`config.mk`:
```
export PLATFORM = sky130hd
export DESIGN_NAME = instr_fetch
export DESIGN_NICKNAME = d
export VERILOG_FILES = /design/src/rtl/instr_fetch.sv
export SDC_FILE = /design/constraint.sdc
export NUM_CORES = 1
export LEC_CHECK = 0
export CAP_MARGIN = 5
export CORE_AREA = 2 2 52 54
export CTS_CLUSTER_DIAMETER = 80
export DETAILED_ROUTE_END_ITERATION = 10
export DIE_AREA = 0 0 54 56
export GPL_TIMING_DRIVEN = 0
export PLACE_DENSITY = 0.75
export SLEW_MARGIN = 20
export SYNTH_ARGS = -nofsm -noshare
export SYNTH_HDL_FRONTEND = slang
export SYNTH_SLANG_ARGS = --single-unit
```
`constraint.sdc`:
```
create_clock -name clk -period 1.25 [get_ports clk]
set_input_delay 0.1875 -clock clk [delete_from_list [all_inputs] [get_ports clk]]
set_output_delay 0.1875 -clock clk [all_outputs]
set_load 0.005 [all_outputs]
```
`src/rtl/instr_fetch.sv`:
```
// -----------------------------------------------------------------------------
// instr_fetch
//
// Single-entry instruction fetch stage. It drives an address (pc) to a
// combinational instruction memory, registers the returned word into a one-deep
// output buffer (if_instr / if_pc / if_valid) and hands it to decode with a
// valid/ready handshake. Branch redirects replace pc and flush the buffer.
//
// Optional feature (macro FETCH_HALT_EN):
//   When defined, fetching the all-zero word stops the stage in HALTED instead
//   of delivering the word. The stage leaves HALTED only on rst or br_taken.
//   When undefined, the zero word is an ordinary instruction and halted is 0.
//
// Ports:
//   clk          in   1   clock, everything updates on the rising edge
//   rst          in   1   synchronous active-high reset
//   pc           out  3   address presented to instruction memory
//   instruction  in  16   memory read data for pc (combinational)
//   br_taken     in   1   redirect request, highest priority after rst
//   br_target    in   3   redirect address
//   id_ready     in   1   decode accepts if_instr this cycle
//   if_valid     out  1   if_instr / if_pc hold a fetched instruction
//   if_instr     out 16   fetched word: op[15:13] rs[12:10] rt[9:7] rd[6:4]
//                         func[3:0]
//   if_pc        out  3   address if_instr was fetched from
//   halted       out  1   high exactly while the FSM is in HALTED; this is
//                         also the observable copy of the FSM state
//
// Handshake: a transfer to decode happens on every rising edge where
// if_valid=1 and id_ready=1. While if_valid=1 and id_ready=0 the buffer and pc
// hold unchanged. if_valid never depends combinationally on id_ready.
// -----------------------------------------------------------------------------
module instr_fetch (
  input  logic        clk,
  input  logic        rst,
  output logic [2:0]  pc,
  input  logic [15:0] instruction,
  input  logic        br_taken,
  input  logic [2:0]  br_target,
  input  logic        id_ready,
  output logic        if_valid,
  output logic [15:0] if_instr,
  output logic [2:0]  if_pc,
  output logic        halted
);

  typedef enum logic {
    RUN    = 1'b0,
    HALTED = 1'b1
  } state_e;

  state_e      state_q, state_d;
  logic [2:0]  pc_q, pc_d;
  logic        if_valid_q, if_valid_d;
  logic [15:0] if_instr_q, if_instr_d;
  logic [2:0]  if_pc_q, if_pc_d;

  // The buffer can take a new word when it is empty or being drained now.
  logic capture_ok;
  // High when the word at pc should stop the stage instead of being fetched.
  logic halt_word;

  assign capture_ok = !if_valid_q || id_ready;

`ifdef FETCH_HALT_EN
  assign halt_word = (instruction == 16'h0000);
`else
  assign halt_word = 1'b0;
`endif

  always_comb begin
    state_d    = state_q;
    pc_d       = pc_q;
    if_valid_d = if_valid_q;
    if_instr_d = if_instr_q;
    if_pc_d    = if_pc_q;

    if (br_taken) begin
      // Redirect beats stall, capture and halt. The word at the old pc is
      // dropped; the target word is captured on the following edge.
      pc_d       = br_target;
      if_valid_d = 1'b0;
      state_d    = RUN;
    end else begin
      unique case (state_q)
        RUN: begin
          if (capture_ok) begin
            if (halt_word) begin
              // capture_ok already implies the buffer is empty or draining,
              // so it is always empty after this edge.
              state_d    = HALTED;
              if_valid_d = 1'b0;
            end else begin
              if_instr_d = instruction;
              if_pc_d    = pc_q;
              if_valid_d = 1'b1;
              pc_d       = pc_q + 3'd1;  // 3-bit add wraps 7 -> 0
            end
          end
        end
        HALTED: begin
          // No new fetches; a word still in the buffer may finish its
          // handshake.
          if (if_valid_q && id_ready) begin
            if_valid_d = 1'b0;
          end
        end
        default: begin
          state_d = RUN;
        end
      endcase
    end
  end

  always_ff @(posedge clk) begin
    if (rst) begin
      state_q    <= RUN;
      pc_q       <= 3'd0;
      if_valid_q <= 1'b0;
      if_instr_q <= 16'h0000;
      if_pc_q    <= 3'd0;
    end else begin
      state_q    <= state_d;
      pc_q       <= pc_d;
      if_valid_q <= if_valid_d;
      if_instr_q <= if_instr_d;
      if_pc_q    <= if_pc_d;
    end
  end

  assign pc       = pc_q;
  assign if_valid = if_valid_q;
  assign if_instr = if_instr_q;
  assign if_pc    = if_pc_q;

`ifdef FETCH_HALT_EN
  assign halted = (state_q == HALTED);
`else
  assign halted = 1'b0;
`endif

endmodule

```
==> results.py <==
metrics = {
    "drt": {
        "drc": 0,
        "ant_nets": 0,
        "routed_via_density": 5.21,
        "drt_iter0_markers": 6,
        "dr_total_vias": 1000,
        "first_pass_iters": 4,
        "wirelength_um": 2610,
        "post_drt_wl_per_cell_um": 13.6,
    },
    "floorplanning": {
        "rows": 18,
        "dieWidth_um": 54,
        "ios": 47,
        "dieArea_um2": 3020,
        "die_y_um": 56,
        "initial_core_util": 0.370,
        "coreArea_um2": 2430,
    },
    "setup_path": {
        "path_delay_family": "buffers and inverters",
        "rr_startpoint": "if_valid",
        "crit_slowest_cell": "clkdlybuf4s50_1",
        "critPathKind": "in2reg",
        "crit_arrival_ns": 1.42,
        "critical_path.cell_chain": "clkdlybuf4s50_1 > nand2b_1 > clkbuf_4 > nand2_1 > a311oi_1",
        "critPathCaptureType": "register",
        "crit_required_ns": 1.46,
        "start_kind": "input pin",
        "critPathMaxFanout": 10,
        "startpoint": "id_ready",
        "crit_buf_inv": 2,
        "slowest_delay_ns": 0.50,
    },
    "synthesis": {
        "synth_top_area_cell": "dfxtp_1",
        "synthDistinctLibCells": 23,
        "postSynthAreaPerCell_um2": 8.26,
        "syn_area_um2": 901,
        "seq_area_frac_synth": 0.511,
        "synth_top_area_share": 0.511,
        "synthArstFlopShare": 0,
        "synth-edff-count": 0,
        "ys.flop_type": "dfxtp_1",
        "ys_warn_count": 0,
        "synth_most_common_cell": "dfxtp_1",
        "synth.area.top_cells": "dfxtp_1 51%, a21oi_1 11%, nand3_1 11%",
        "netlist_instances": 109,
        "syn_nets": 133,
        "ys_ff_latch": 23,
        "synth_common_cells": "23 x dfxtp_1, 19 x a21oi_1, 19 x nand3_1, 17 x o21ai_0, 7 x clkbuf_1",
    },
    "timing": {
        "setup_viol": 0,
        "setup_tns_ns": 0,
        "fin_skew_ns": 0.00889,
        "hold_viol": 0,
        "finalCritPeriodShare": 0.969,
        "worst_hold_slack_ns": 0.288,
        "finalWorstSetupSlack_ns": 0.0390,
        "drv_slew": 0,
        "max_freq_ghz": 0.826,
        "rsz0062_at_grt": "true",
        "period_minus_slack_ns": 1.21,
    },
    "place": {
        "dpl_worst_slack_ns": -0.337,
        "place.gp.congestion": 0.697,
        "dp.cells": 184,
        "port-buffer-count": 45,
        "dp_hpwl_um": 1830,
        "placed_area_um2": 1390,
    },
    "run_status": {
        "status": "complete, no violations",
    },
    "clock_tree": {
        "insertion_delay_ns": 0.30,
        "postCtsHoldBufs": 0,
        "cts_sinks": 23,
        "numCtsBuffers": 3,
        "htree_levels": 1,
        "cts_buffer_depth": 2,
        "root_buffer": "clkbuf_4",
        "cts_tree": "done",
        "clk_pin_slew_worst_paths_ns": 0.12,
    },
    "min_path": {
        "holdCritPathClass": "in2reg",
        "hold_path_startpoint": "br_taken",
    },
    "cells_and_area": {
        "design_area_um2": 1470,
        "drive_gt1_frac": 0.247,
        "syn_to_final_growth_pct": 62.8,
        "final_cell_count_no_fill": 192,
        "final_core_util": 0.603,
        "fin_nets": 187,
        "diodes": 0,
    },
    "power": {
        "power.density_nw_per_um2": 964,
        "p_comb_frac": 0.201,
        "p_sw_mw": 0.345,
        "clockPowerShare": 0.230,
        "netSwitchingFraction": 0.244,
        "leakagePower_nw": 0.653,
        "peakVddDrop_mv": 0.721,
        "internal-power_mw": 1.07,
        "p_total_mw": 1.41,
        "seq_power_share": 0.569,
    },
    "global_route": {
        "gr-total-overflow": 0,
        "grt_usage": 0.170,
        "grt_max_degree": 13,
        "grt_pass1_wl_um": 4000,
        "antenna_found_initial": 0,
        "grt_pass1_vias": 961,
    },
    "flow_run": {
        "drv_cap": 0,
    },
}
==> cell families after synthesis <==
group           after synthesis  synth area share
compound gates               42             0.250
simple gates                 29             0.160
flops                        23             0.511
buf+inv                      13            0.0611
fa+ha+maj                     1            0.0139
other cells                   1           0.00416
==> per-layer routing <==
| layer | vias to the layer above | track usage | share of wire |
|---|---|---|---|
| li1 | 493 | - | - |
| met5 | - | 0 | 0 |
| met2 | 38 | 0.286 | 0.50 |
| met1 | 469 | 0.209 | 0.42 |
| met3 | 0 | 0.0538 | 0.087 |
| met4 | 0 | 0.0321 | 0 |
==> power groups by stage <==
stage               combinational (mW)  sequential, mW  clock [mW]
floorplan                       0.0965           0.821           0
global placement                 0.278           0.818           0
global route                     0.313           0.810       0.366
finish                           0.285           0.804       0.325
CTS                              0.279           0.805       0.343
detailed placement               0.284           0.820           0
==> layout make-up <==
type | count | area (um^2)
clock buffer | 4 | 26.3
fill | 259 | 966
multi-input combinational | 73 | 394
tap | 30 | 37.5
buffer | 11 | 60.1
sequential | 23 | 487
timing repair buffer | 49 | 454
inverter | 2 | 7.51
==> path summary, 6_finish.rpt <==
check | end | slack, ns | cells past startpoint
hold / removal | pc[2] | 0.29 | 2
hold reg to reg | if_pc[2] | 0.49 | 2
setup reg to reg | pc[0] | 0.08 | 3
setup / recovery | pc[1] | 0.04 | 5
==> sequential cells by signal (all words and copies together), names as in the netlist <==
| register | flops |
|---|---|
| if_instr | 16 |
| if_pc | 3 |
| if_valid | 1 |
| pc | 3 |
==> cell usage in the layout (no fill, tap or decap), types with 2 or more instances in the layout <==
cell type	Yosys	final
clkbuf_1	7	3
nand3_1	19	19
o21ai_0	17	17
dfxtp_2	0	21
clkbuf_2	0	5
dlygate4sd2_1	0	23
clkdlybuf4s50_1	0	21
dfxtp_1	23	2
o21ai_1	2	2
nor2_1	4	4
clkbuf_4	0	5
buf_4	1	5
nand2_1	2	2
a21oi_1	19	19
==> timing repair <==
| action | CTS | global route |
|---|---|---|
| pin swaps | 0 | 1 |
| hold endpoints to repair | 0 | 0 |
| resized for setup | 49 | 9 |
| endpoints found under the setup margin | 33 | 20 |
| buffers inserted | 4 | 0 |
| cloned | 0 | 0 |
Power figures use the tool's default switching activity.
